### src/rtl/cpu_clock_ctrl_if.sv
// -----------------------------------------------------------------------------
// cpu_clock_ctrl_if
// Groups the control inputs and status outputs of cpu_clock_ctrl.
//   mode      : 00 STOP, 01 RUN, 10 STEP, 11 BURST (synchronous to the clock)
//   step_btn  : raw asynchronous push-button, active-high
//   burst_len : pulses per burst, sampled when a burst starts
//   halt      : CPU halt status, active-high
//   clk_en    : one-cycle CPU clock-enable pulse
//   clk_cyc   : heartbeat square wave, period 2*Div clock cycles
//   busy      : high while a burst is in progress
//   halted    : registered copy of halt
// The master drives the controls; the slave is the clock controller.
// -----------------------------------------------------------------------------
interface cpu_clock_ctrl_if #(
    parameter int unsigned BurstWidth = 8
);
    logic [1:0]            mode;
    logic                  step_btn;
    logic [BurstWidth-1:0] burst_len;
    logic                  halt;
    logic                  clk_en;
    logic                  clk_cyc;
    logic                  busy;
    logic                  halted;

    modport master (
        output mode, step_btn, burst_len, halt,
        input  clk_en, clk_cyc, busy, halted
    );

    modport slave (
        input  mode, step_btn, burst_len, halt,
        output clk_en, clk_cyc, busy, halted
    );
endinterface

### src/rtl/cpu_clock_ctrl.sv
// -----------------------------------------------------------------------------
// cpu_clock_ctrl
// Generates a one-cycle CPU clock-enable from the board clock in one of four
// modes (stop, free-run, debounced single-step, N-pulse burst), plus a 50%
// heartbeat. A registered Halt blocks every enable pulse.
// Ports:
//   clk_i  : board clock, all logic on the rising edge
//   rst_ni : asynchronous active-low reset
//   bus    : cpu_clock_ctrl_if.slave (mode/step_btn/burst_len/halt in,
//            clk_en/clk_cyc/busy/halted out, all outputs registered)
// -----------------------------------------------------------------------------
module cpu_clock_ctrl #(
    parameter int unsigned ClkFreqHz      = 16000000,
    parameter int unsigned RunFreqHz      = 1,
    parameter int unsigned CntWidth       = 24,
    parameter int unsigned DebounceCycles = 16000,
    parameter int unsigned DebWidth       = 16,
    parameter int unsigned BurstWidth     = 8
) (
    input  logic              clk_i,
    input  logic              rst_ni,
    cpu_clock_ctrl_if.slave   bus
);

    localparam int unsigned Div = ClkFreqHz / (2 * RunFreqHz);
    localparam logic [CntWidth-1:0] DivLast = CntWidth'(Div - 32'd1);
    localparam logic [DebWidth-1:0] DebLast = DebWidth'(DebounceCycles - 32'd1);

    localparam logic [1:0] ModeStop  = 2'b00;
    localparam logic [1:0] ModeRun   = 2'b01;
    localparam logic [1:0] ModeStep  = 2'b10;
    localparam logic [1:0] ModeBurst = 2'b11;

    if (Div == 0) begin : g_div_check
        $error("cpu_clock_ctrl: ClkFreqHz/(2*RunFreqHz) must be >= 1");
    end
    if (DebounceCycles == 0) begin : g_deb_check
        $error("cpu_clock_ctrl: DebounceCycles must be >= 1");
    end

    typedef enum logic [2:0] {
        ST_IDLE       = 3'd0,
        ST_RUN        = 3'd1,
        ST_STEP       = 3'd2,
        ST_BURST_WAIT = 3'd3,
        ST_BURST_ACT  = 3'd4
    } state_e;

    logic [CntWidth-1:0]   div_cnt_q;
    logic                  clk_cyc_q;
    logic                  sync1_q, sync2_q;
    logic                  deb_q, deb_d;
    logic                  deb_dly_q;
    logic [DebWidth-1:0]   deb_cnt_q, deb_cnt_d;
    logic                  halted_q;
    state_e                state_q, state_d;
    logic [BurstWidth-1:0] rem_q, rem_d;
    logic                  clk_en_q, clk_en_d;
    logic                  busy_q, busy_d;

    logic tick_s, step_req_s, gate_s;

    // Tick marks the divider wrap that raises the heartbeat: one per period.
    assign tick_s     = (div_cnt_q == DivLast) & ~clk_cyc_q;
    assign step_req_s = deb_q & ~deb_dly_q;
    assign gate_s     = ~halted_q;

    // Free-running divider and heartbeat; never reset by a mode change.
    always_ff @(posedge clk_i or negedge rst_ni) begin
        if (!rst_ni) begin
            div_cnt_q <= '0;
            clk_cyc_q <= 1'b0;
        end else if (div_cnt_q == DivLast) begin
            div_cnt_q <= '0;
            clk_cyc_q <= ~clk_cyc_q;
        end else begin
            div_cnt_q <= div_cnt_q + CntWidth'(1);
        end
    end

    // Debounce: accept the synchronised level after DebounceCycles of mismatch.
    always_comb begin
        deb_d     = deb_q;
        deb_cnt_d = '0;
        if (sync2_q != deb_q) begin
            if (deb_cnt_q == DebLast) begin
                deb_d     = sync2_q;
                deb_cnt_d = '0;
            end else begin
                deb_cnt_d = deb_cnt_q + DebWidth'(1);
            end
        end else begin
            deb_cnt_d = '0;
        end
    end

    // Button synchroniser, debounce state and halt capture.
    always_ff @(posedge clk_i or negedge rst_ni) begin
        if (!rst_ni) begin
            sync1_q   <= 1'b0;
            sync2_q   <= 1'b0;
            deb_q     <= 1'b0;
            deb_dly_q <= 1'b0;
            deb_cnt_q <= '0;
            halted_q  <= 1'b0;
        end else begin
            sync1_q   <= bus.step_btn;
            sync2_q   <= sync1_q;
            deb_q     <= deb_d;
            deb_dly_q <= deb_q;
            deb_cnt_q <= deb_cnt_d;
            halted_q  <= bus.halt;
        end
    end

    // Mode FSM next state and enable decision; mode is re-evaluated every
    // cycle so leaving BURST aborts the burst immediately.
    always_comb begin
        state_d  = state_q;
        rem_d    = rem_q;
        clk_en_d = 1'b0;
        case (bus.mode)
            ModeStop: begin
                state_d = ST_IDLE;
                rem_d   = '0;
            end
            ModeRun: begin
                state_d  = ST_RUN;
                rem_d    = '0;
                clk_en_d = tick_s & gate_s;
            end
            ModeStep: begin
                state_d  = ST_STEP;
                rem_d    = '0;
                clk_en_d = step_req_s & gate_s;
            end
            ModeBurst: begin
                if (state_q == ST_BURST_ACT) begin
                    // Further step requests are ignored while a burst runs.
                    if (tick_s && gate_s) begin
                        clk_en_d = 1'b1;
                        rem_d    = rem_q - BurstWidth'(1);
                        state_d  = (rem_q == BurstWidth'(1)) ? ST_BURST_WAIT : ST_BURST_ACT;
                    end else begin
                        state_d = ST_BURST_ACT;
                    end
                end else begin
                    // A load consumes the coincident tick: no pulse this cycle.
                    if (step_req_s && gate_s && (bus.burst_len != '0)) begin
                        rem_d   = bus.burst_len;
                        state_d = ST_BURST_ACT;
                    end else begin
                        state_d = ST_BURST_WAIT;
                    end
                end
            end
            default: begin
                state_d = ST_IDLE;
                rem_d   = '0;
            end
        endcase
        busy_d = (state_d == ST_BURST_ACT);
    end

    // FSM state, burst counter and registered outputs.
    always_ff @(posedge clk_i or negedge rst_ni) begin
        if (!rst_ni) begin
            state_q  <= ST_IDLE;
            rem_q    <= '0;
            clk_en_q <= 1'b0;
            busy_q   <= 1'b0;
        end else begin
            state_q  <= state_d;
            rem_q    <= rem_d;
            clk_en_q <= clk_en_d;
            busy_q   <= busy_d;
        end
    end

    assign bus.clk_en  = clk_en_q;
    assign bus.clk_cyc = clk_cyc_q;
    assign bus.busy    = busy_q;
    assign bus.halted  = halted_q;

endmodule

### src/flat_wrapper.sv
// flat-port wrapper written by rule: the top's interface ports become plain ports
module cpu_clock_ctrl_flat 
#(
    parameter int unsigned ClkFreqHz      = 16000000,
    parameter int unsigned RunFreqHz      = 1,
    parameter int unsigned CntWidth       = 24,
    parameter int unsigned DebounceCycles = 16000,
    parameter int unsigned DebWidth       = 16,
    parameter int unsigned BurstWidth     = 8
)
  (clk_i, rst_ni, bus_mode, bus_step_btn, bus_burst_len, bus_halt, bus_clk_en, bus_clk_cyc, bus_busy, bus_halted);
  cpu_clock_ctrl_if #(.BurstWidth(BurstWidth)) bus_i ();
  input  logic clk_i;
  input  logic rst_ni;
  input wire logic [$bits(bus_i.mode)-1:0] bus_mode;
  input wire logic [$bits(bus_i.step_btn)-1:0] bus_step_btn;
  input wire logic [$bits(bus_i.burst_len)-1:0] bus_burst_len;
  input wire logic [$bits(bus_i.halt)-1:0] bus_halt;
  output wire logic [$bits(bus_i.clk_en)-1:0] bus_clk_en;
  output wire logic [$bits(bus_i.clk_cyc)-1:0] bus_clk_cyc;
  output wire logic [$bits(bus_i.busy)-1:0] bus_busy;
  output wire logic [$bits(bus_i.halted)-1:0] bus_halted;
  assign bus_i.mode = bus_mode;
  assign bus_i.step_btn = bus_step_btn;
  assign bus_i.burst_len = bus_burst_len;
  assign bus_i.halt = bus_halt;
  assign bus_clk_en = bus_i.clk_en;
  assign bus_clk_cyc = bus_i.clk_cyc;
  assign bus_busy = bus_i.busy;
  assign bus_halted = bus_i.halted;
  cpu_clock_ctrl #(.ClkFreqHz(ClkFreqHz), .RunFreqHz(RunFreqHz), .CntWidth(CntWidth), .DebounceCycles(DebounceCycles), .DebWidth(DebWidth), .BurstWidth(BurstWidth)) u_core (.clk_i(clk_i), .rst_ni(rst_ni), .bus(bus_i));
endmodule
### config.mk
export PLATFORM = sky130hd
export DESIGN_NAME = cpu_clock_ctrl_flat
export DESIGN_NICKNAME = d
export VERILOG_FILES = /design/src/rtl/cpu_clock_ctrl_if.sv /design/src/rtl/cpu_clock_ctrl.sv /design/src/flat_wrapper.sv
export SDC_FILE = /design/constraint.sdc
export NUM_CORES = 1
export LEC_CHECK = 0
export BUFFER_PORTS_ARGS = -buffer_cell sky130_fd_sc_hd__buf_4
export CAP_MARGIN = 20
export CORE_MARGIN = 4
export CORE_UTILIZATION = 65
export DETAILED_ROUTE_END_ITERATION = 8
export HOLD_SLACK_MARGIN = 0.08
export MAX_ROUTING_LAYER = met4
export PLACE_DENSITY = 0.84
export REMOVE_ABC_BUFFERS = 1
export SYNTH_ARGS = -nofsm -noshare
export SYNTH_HDL_FRONTEND = slang
export SYNTH_SLANG_ARGS = --single-unit
### constraint.sdc
create_clock -name clk_i -period 6.81 [get_ports clk_i]
set_clock_uncertainty 0.15 [all_clocks]
set_input_delay 0.681 -clock clk_i [delete_from_list [all_inputs] [get_ports clk_i]]
set_output_delay 0.681 -clock clk_i [all_outputs]
set_load 0.05 [all_outputs]
* Word-level counts from Yosys, hierarchy flattened *
Index checks and enable logic that the tools add are counted.

word-level totals
  register bits after elaboration = 59
  output and inout port bits = 4
  word-level logic and storage cells = 56
  input port bits = 14

cells by class
  bitwise logic cells = 7
  equal/unequal tests = 11
  add/subtract/negate cells = 3
  reduce and logical (&&, ||, !) cells = 8
  multiplexer cells = 15

operators by type and width
  operator               number
  $mux 16                2
  $add 24x1->24 const B  1
  $eq 24x23->1 const B   1
  $mux 24                1
  $mux 8                 3
  $add 16x1->16 const B  1
  $eq 16x14->1 const B   1
  $pmux 8 s2             1
  $mux 3                 4
  $pmux 3 s4             1
  $eq 8x1->1 const B     1
  $reduce_bool 8->1      1
  $sub 8x1->8 const B    1
  $eq 3x3->1 const B     2
  $and 1x1->1            4
  $eq 2x2->1 const B     2
  $reduce_and 2->1       2
  $logic_and 1x1->1      3
  $ne 3x1->1 const B     1
  $ne 3x3->1 const B     1
  $not 1->1              3
  $pmux 1 s3             1
  $reduce_or 3->1        1
  $eq 2x1->1 const B     1
  3 further kinds        4

* Longest topological paths before layout *
  depth in word-level cells = 8
  gate-level depth with buffers = 7
  mapped depth without buffers = 6

* Worst setup path before layout *
No wires, ideal clock.

  kind = in2reg
  from = input bus_burst_len[5]
  to = register u_core.rem_q[0]
  library setup time = 0.123 ns
  stages on the path = 6
  data arrival time = 2.157 ns
  slack = 4.381 ns
  data required time = 6.537 ns
  path buffers = 1
  cell sequence = or4_1 > o211ai_2 > o21a_1 > buf_6 > a21oi_1 > o221a_2

between the ends
  word-level cells in the longest chain between the ends = 4

RTL lines
  what                               RTL line               text
  from (decl)                        flat_wrapper.sv:17     input wire logic [$bits(bus_i.burst_len)-1:0] bus_burst_len;
  $reduce_bool 8->1                  cpu_clock_ctrl.sv:149  if (step_req_s && gate_s && (bus.burst_len != '0)) begin
  $logic_and 1x1->1                  cpu_clock_ctrl.sv:149
  $ne 3x1->1 (no source line)        n/a
  $reduce_and 2->1 (no source line)  n/a
  to (signal assigned)               cpu_clock_ctrl.sv:174  rem_q <= rem_d;
  to (decl)                          cpu_clock_ctrl.sv:57   logic [BurstWidth-1:0] rem_q, rem_d;

No other way between the ends.
A chain may end at the register's enable or synchronous reset.

* Worst setup path in the final report *
  from = register u_core.div_cnt_q[11]
  to = register u_core.state_q[0]

between the ends
  word-level cells in the longest chain between the ends = 6

RTL lines
  what                         RTL line               text
  from (decl)                  cpu_clock_ctrl.sv:49   logic [CntWidth-1:0] div_cnt_q;
  from (signal assigned)       cpu_clock_ctrl.sv:77   div_cnt_q <= div_cnt_q + CntWidth'(1);
  $eq 24x23->1                 cpu_clock_ctrl.sv:64   assign tick_s = (div_cnt_q == DivLast) & ~clk_cyc_q;
  $and 1x1->1                  cpu_clock_ctrl.sv:64
  $logic_and 1x1->1            cpu_clock_ctrl.sv:140  if (tick_s && gate_s) begin
  $mux 3                       cpu_clock_ctrl.sv:140
  $mux 3                       cpu_clock_ctrl.sv:138  if (state_q == ST_BURST_ACT) begin
  $pmux 3 s4                   cpu_clock_ctrl.sv:122  case (bus.mode)
  named net u_core.state_d[0]  cpu_clock_ctrl.sv:56   state_e state_q, state_d;
  to (signal assigned)         cpu_clock_ctrl.sv:173  state_q <= state_d;
  to (decl)                    cpu_clock_ctrl.sv:56

The timed path passes the listed nets, and every way through them passes these cells.

==> out/results.md <==
### Synth
* 0 — Post-synth EDFFs
* 289 — Post-Synthesis Cells
* sky130_fd_sc_hd__dfrtp_1 — library cell with the highest instance count after synthesis
* 47 — library cells used by synthesis
* 0 — Synth Warn #
* sky130_fd_sc_hd__dfrtp_1 (51%), sky130_fd_sc_hd__xor2_1 (6.3%), sky130_fd_sc_hd__nor2_1 (4.9%) — ranking of synthesized cells by area
* 0.5062 — proportion of netlist area held by the largest area contributor
* 0.03432 — area share of fa/ha/maj cells after synthesis
* sky130_fd_sc_hd__dfrtp_1 — post-synthesis cell type with the largest combined area
* 1.000 — post-synthesis async set-or-reset flop share
* 59 — post-synthesis register bit count
* 0.01416 — share of synthesized area spent on multiplexers
* 0.5062 — fraction of the yosys area taken by sequential cells
* 0.1021 — post-synthesis share of cell area spent on xor and xnor gates
* 10.09 sq um — average cell area after synthesis
* simple AND/OR/NAND/NOR gates — largest family of logic cells by synthesized area
* sky130_fd_sc_hd__dfrtp_1 — predominant post-synthesis flop cell
* sky130_fd_sc_hd__dfrtp_1 (59), sky130_fd_sc_hd__nor2_1 (38), sky130_fd_sc_hd__nand2_1 (27), sky130_fd_sc_hd__xor2_1 (21), sky130_fd_sc_hd__nand3_1 (18) — synth cell count leaders
* 0.2402 — area share of and/or/nand/nor cells after synthesis
* 0.08237 — Synth Area in Compound Gates
* 0.002917 sq mm — Netlist Area Pre-Place

### Worst setup path
* u_core.div_cnt_q[11] — launching instance or port of the critical path
* nor4b_1 > nand4_1 > nor4_2 > a31oi_1 > o22ai_1 — critical-path cell list
* register — kind of capture point of the worst setup path
* sky130_fd_sc_hd__nor4_2 — Slowest cell on crit path
* 2.81 ns — Worst Path Arrival
* 6.92 ns — critical path data required time
* register — CP Launch Type
* u_core.div_cnt_q[11] — worst r2r src
* reg2reg — WS Path Type
* 0.88 ns — Slowest Stage Delay on Critical Path
* 9 — maximum fanout along the worst path

### Timing
* 2.704 ns — time the final worst path needs with I/O delays and setup
* 0 — Final Setup Violations
* 0.8804 ns — slew at the pin with the worst max-slew slack
* no — unrepaired setup endpoints after global routing
* 0 ns — summed negative setup slack over all endpoints
* 0.3971 — post-route clock period utilization
* 0 — final hold violations
* 0 — total count of max-transition violations in the final report
* 0.4082 — Slew headroom
* 369.8 MHz — highest clock rate

### Global route
* 9.446 mm — first-pass GRT wire length
* 2087 — via count of the first global-routing pass
* 0 — number of antenna violations at the first check in global routing
* 0 — sum of overflow across all layers after global routing
* 60 — pin count of the biggest net entering global routing
* 0.2334 — GRT Util Overall

### Placement
* 17 — port bufs
* 3.917 mm — Detail Placement HPWL
* 0.8525 — global placement routability congestion

### Cells and area
* 0.1297 — layout cells sized above 1
* 0.7549 — final core occ
* 12.70% — Area Growth Syn to Fin
* 333 — number of nets in the final layout
* 0 — Antenna diodes

### Pwr
* 222.3 mW/mm^2 — Power Density
* 0.001542 uW — leakage power
* 0.1710 mV — highest ir drop seen on vdd
* 730.7 uW — Final Power

### Die
* 74.99 um — Horiz. Die Dim
* 24 — row count
* 0.005623 sq mm — die area
* 74.99 um — die height
* 18 — number of top-level design ports
* 0.6698 — initial core utilization
* 0.004354 sq mm — Std-Cell Core Area

### Routing
* 15.17 um — routed length per instance
* 5.875 — mean number of vias per cell
* 4 — number of iterations in the first detailed-routing pass
* 147 — detailed router's first-iteration violation count
* 0 — remaining antenna violation count after routing
* 0 — DRC errors left
* 5.581 mm — wire length after detailed routing
* 2162 — total via count in the routed design

### Clock network
* 0.07 ns — clock slew at reported path FFs
* 2 — number of buffers on the longest clock path
* yes — TritonCTS clock tree
* 0 — total of cells resized after clock tree synthesis
* 0 — Hold Buf Count CTS
* 9 — total CTS buffers
* 59 — clock sink count
* 3 — number of H-tree branching levels
* sky130_fd_sc_hd__clkbuf_8 — cell chosen for the clock root
* 0 — post-CTS setup-driven buffer insertion count
* 0.34 ns — clock latency reported for the late side of the worst-skew pair

### Min path
* reg2reg — worst min-delay path class
* u_core.sync1_q — Worst Min Path Start

### Job
* 0 — Max-Cap Viols

### Status
* complete, no violations — status

## sequential cells by signal, indices dropped and copies added, names as in the netlist
name and flops:
u_core.bus.busy 1, u_core.bus.clk_cyc 1, u_core.bus.clk_en 1, u_core.bus.halted 1
u_core.deb_cnt_q 16, u_core.deb_dly_q 1, u_core.deb_q 1, u_core.div_cnt_q 24
u_core.rem_q 8, u_core.state_q 3, u_core.sync1_q 1, u_core.sync2_q 1
## layout by cell type (no fill, tap or decap), drive strengths merged, types with 2 or more instances in the layout
cell	n
o21ai	5
nor3b	2
clkbuf	9
mux2i	3
nand4	8
nand3	18
and2	3
a32oi	2
or4	5
a21oi	9
nor2	38
dfrtp	59
buf	17
nor4b	2
inv	7
xor2	21
bufinv	2
and4	3
or2	2
nand2	27
xnor2	13
clkinv	3
or3b	2
o21a	4
ha	8
and3	11
nor4	5
o22ai	3
nor3	8
## path summary, 6_finish.rpt
kind	end	slack (ns)	cells past startpoint
worst min-delay path	u_core.sync2_q	0.21	0
min in group asynchronous	u_core.rem_q[0]	0.23	1
worst max register to register	u_core.state_q[0]	4.11	5
max in group asynchronous	u_core.div_cnt_q[16]	5.81	1
worst min register to register	u_core.sync2_q	0.21	0
worst max-delay path	u_core.state_q[0]	4.11	5
## per-stage QoR
stage	area, sq um	instances	hold slack [ns]	worst slack [ns]
after CTS	3287	368	0.2156	4.118
after detailed placement	3072	352	0.2004	4.059
after floorplan	2879	283	0.1812	4.363
final	3287	368	0.2084	4.106
after global routing	3287	368	0.2209	3.808
after global placement	3072	352	0.2028	4.118
## cell families (layout without fill, tap and decap cells)
kind of cell | Yosys count | in the layout
DFF | 59 | 59
and+or+nand+nor | 137 | 137
muxes | 4 | 4
adders and majority gates | 8 | 8
xor gates and xnor gates | 34 | 34
AOI/OAI and AO/OA | 35 | 35
buffers and inverters | 12 | 39
## report_power, final
| group | switching, uW | internal [uW] | leakage, uW |
|---|---|---|---|
| Sequential | 2.68 | 354 | 0.000798 |
| Combinational | 16.8 | 10.2 | 0.000635 |
| Clock | 142 | 205 | 0.000109 |
## critical path, delay by kind of cell, from the launching register on
kind	cells	cell delay (ns)
and+or+nand+nor	3	1.62
AOI/OAI and AO/OA	2	0.44
DFF	1	0.42
## metal layers
| layer | vias to the layer above | track usage | routed length [um] |
|---|---|---|---|
| li1 | 1062 | - | - |
| met1 | 1035 | 0.2957 | 2555 |
| met2 | 53 | 0.3511 | 2646 |
| met3 | 12 | 0.04539 | 253 |
| met4 | 0 | 0.1304 | 127 |
| met5 | - | - | 0 |
## cell type report
cell class / instances / area, sq um
Tap cell: 52 / 65.06
Multi-Input combinational cell: 218 / 1380
Timing Repair Buffer: 17 / 127.6
Clock inverter: 7 / 91.34
Sequential cell: 59 / 1476
Fill cell: 304 / 1067
Inverter: 6 / 22.52
Clock buffer: 9 / 123.9
Note: power is estimated with default switching activity, not from simulation.
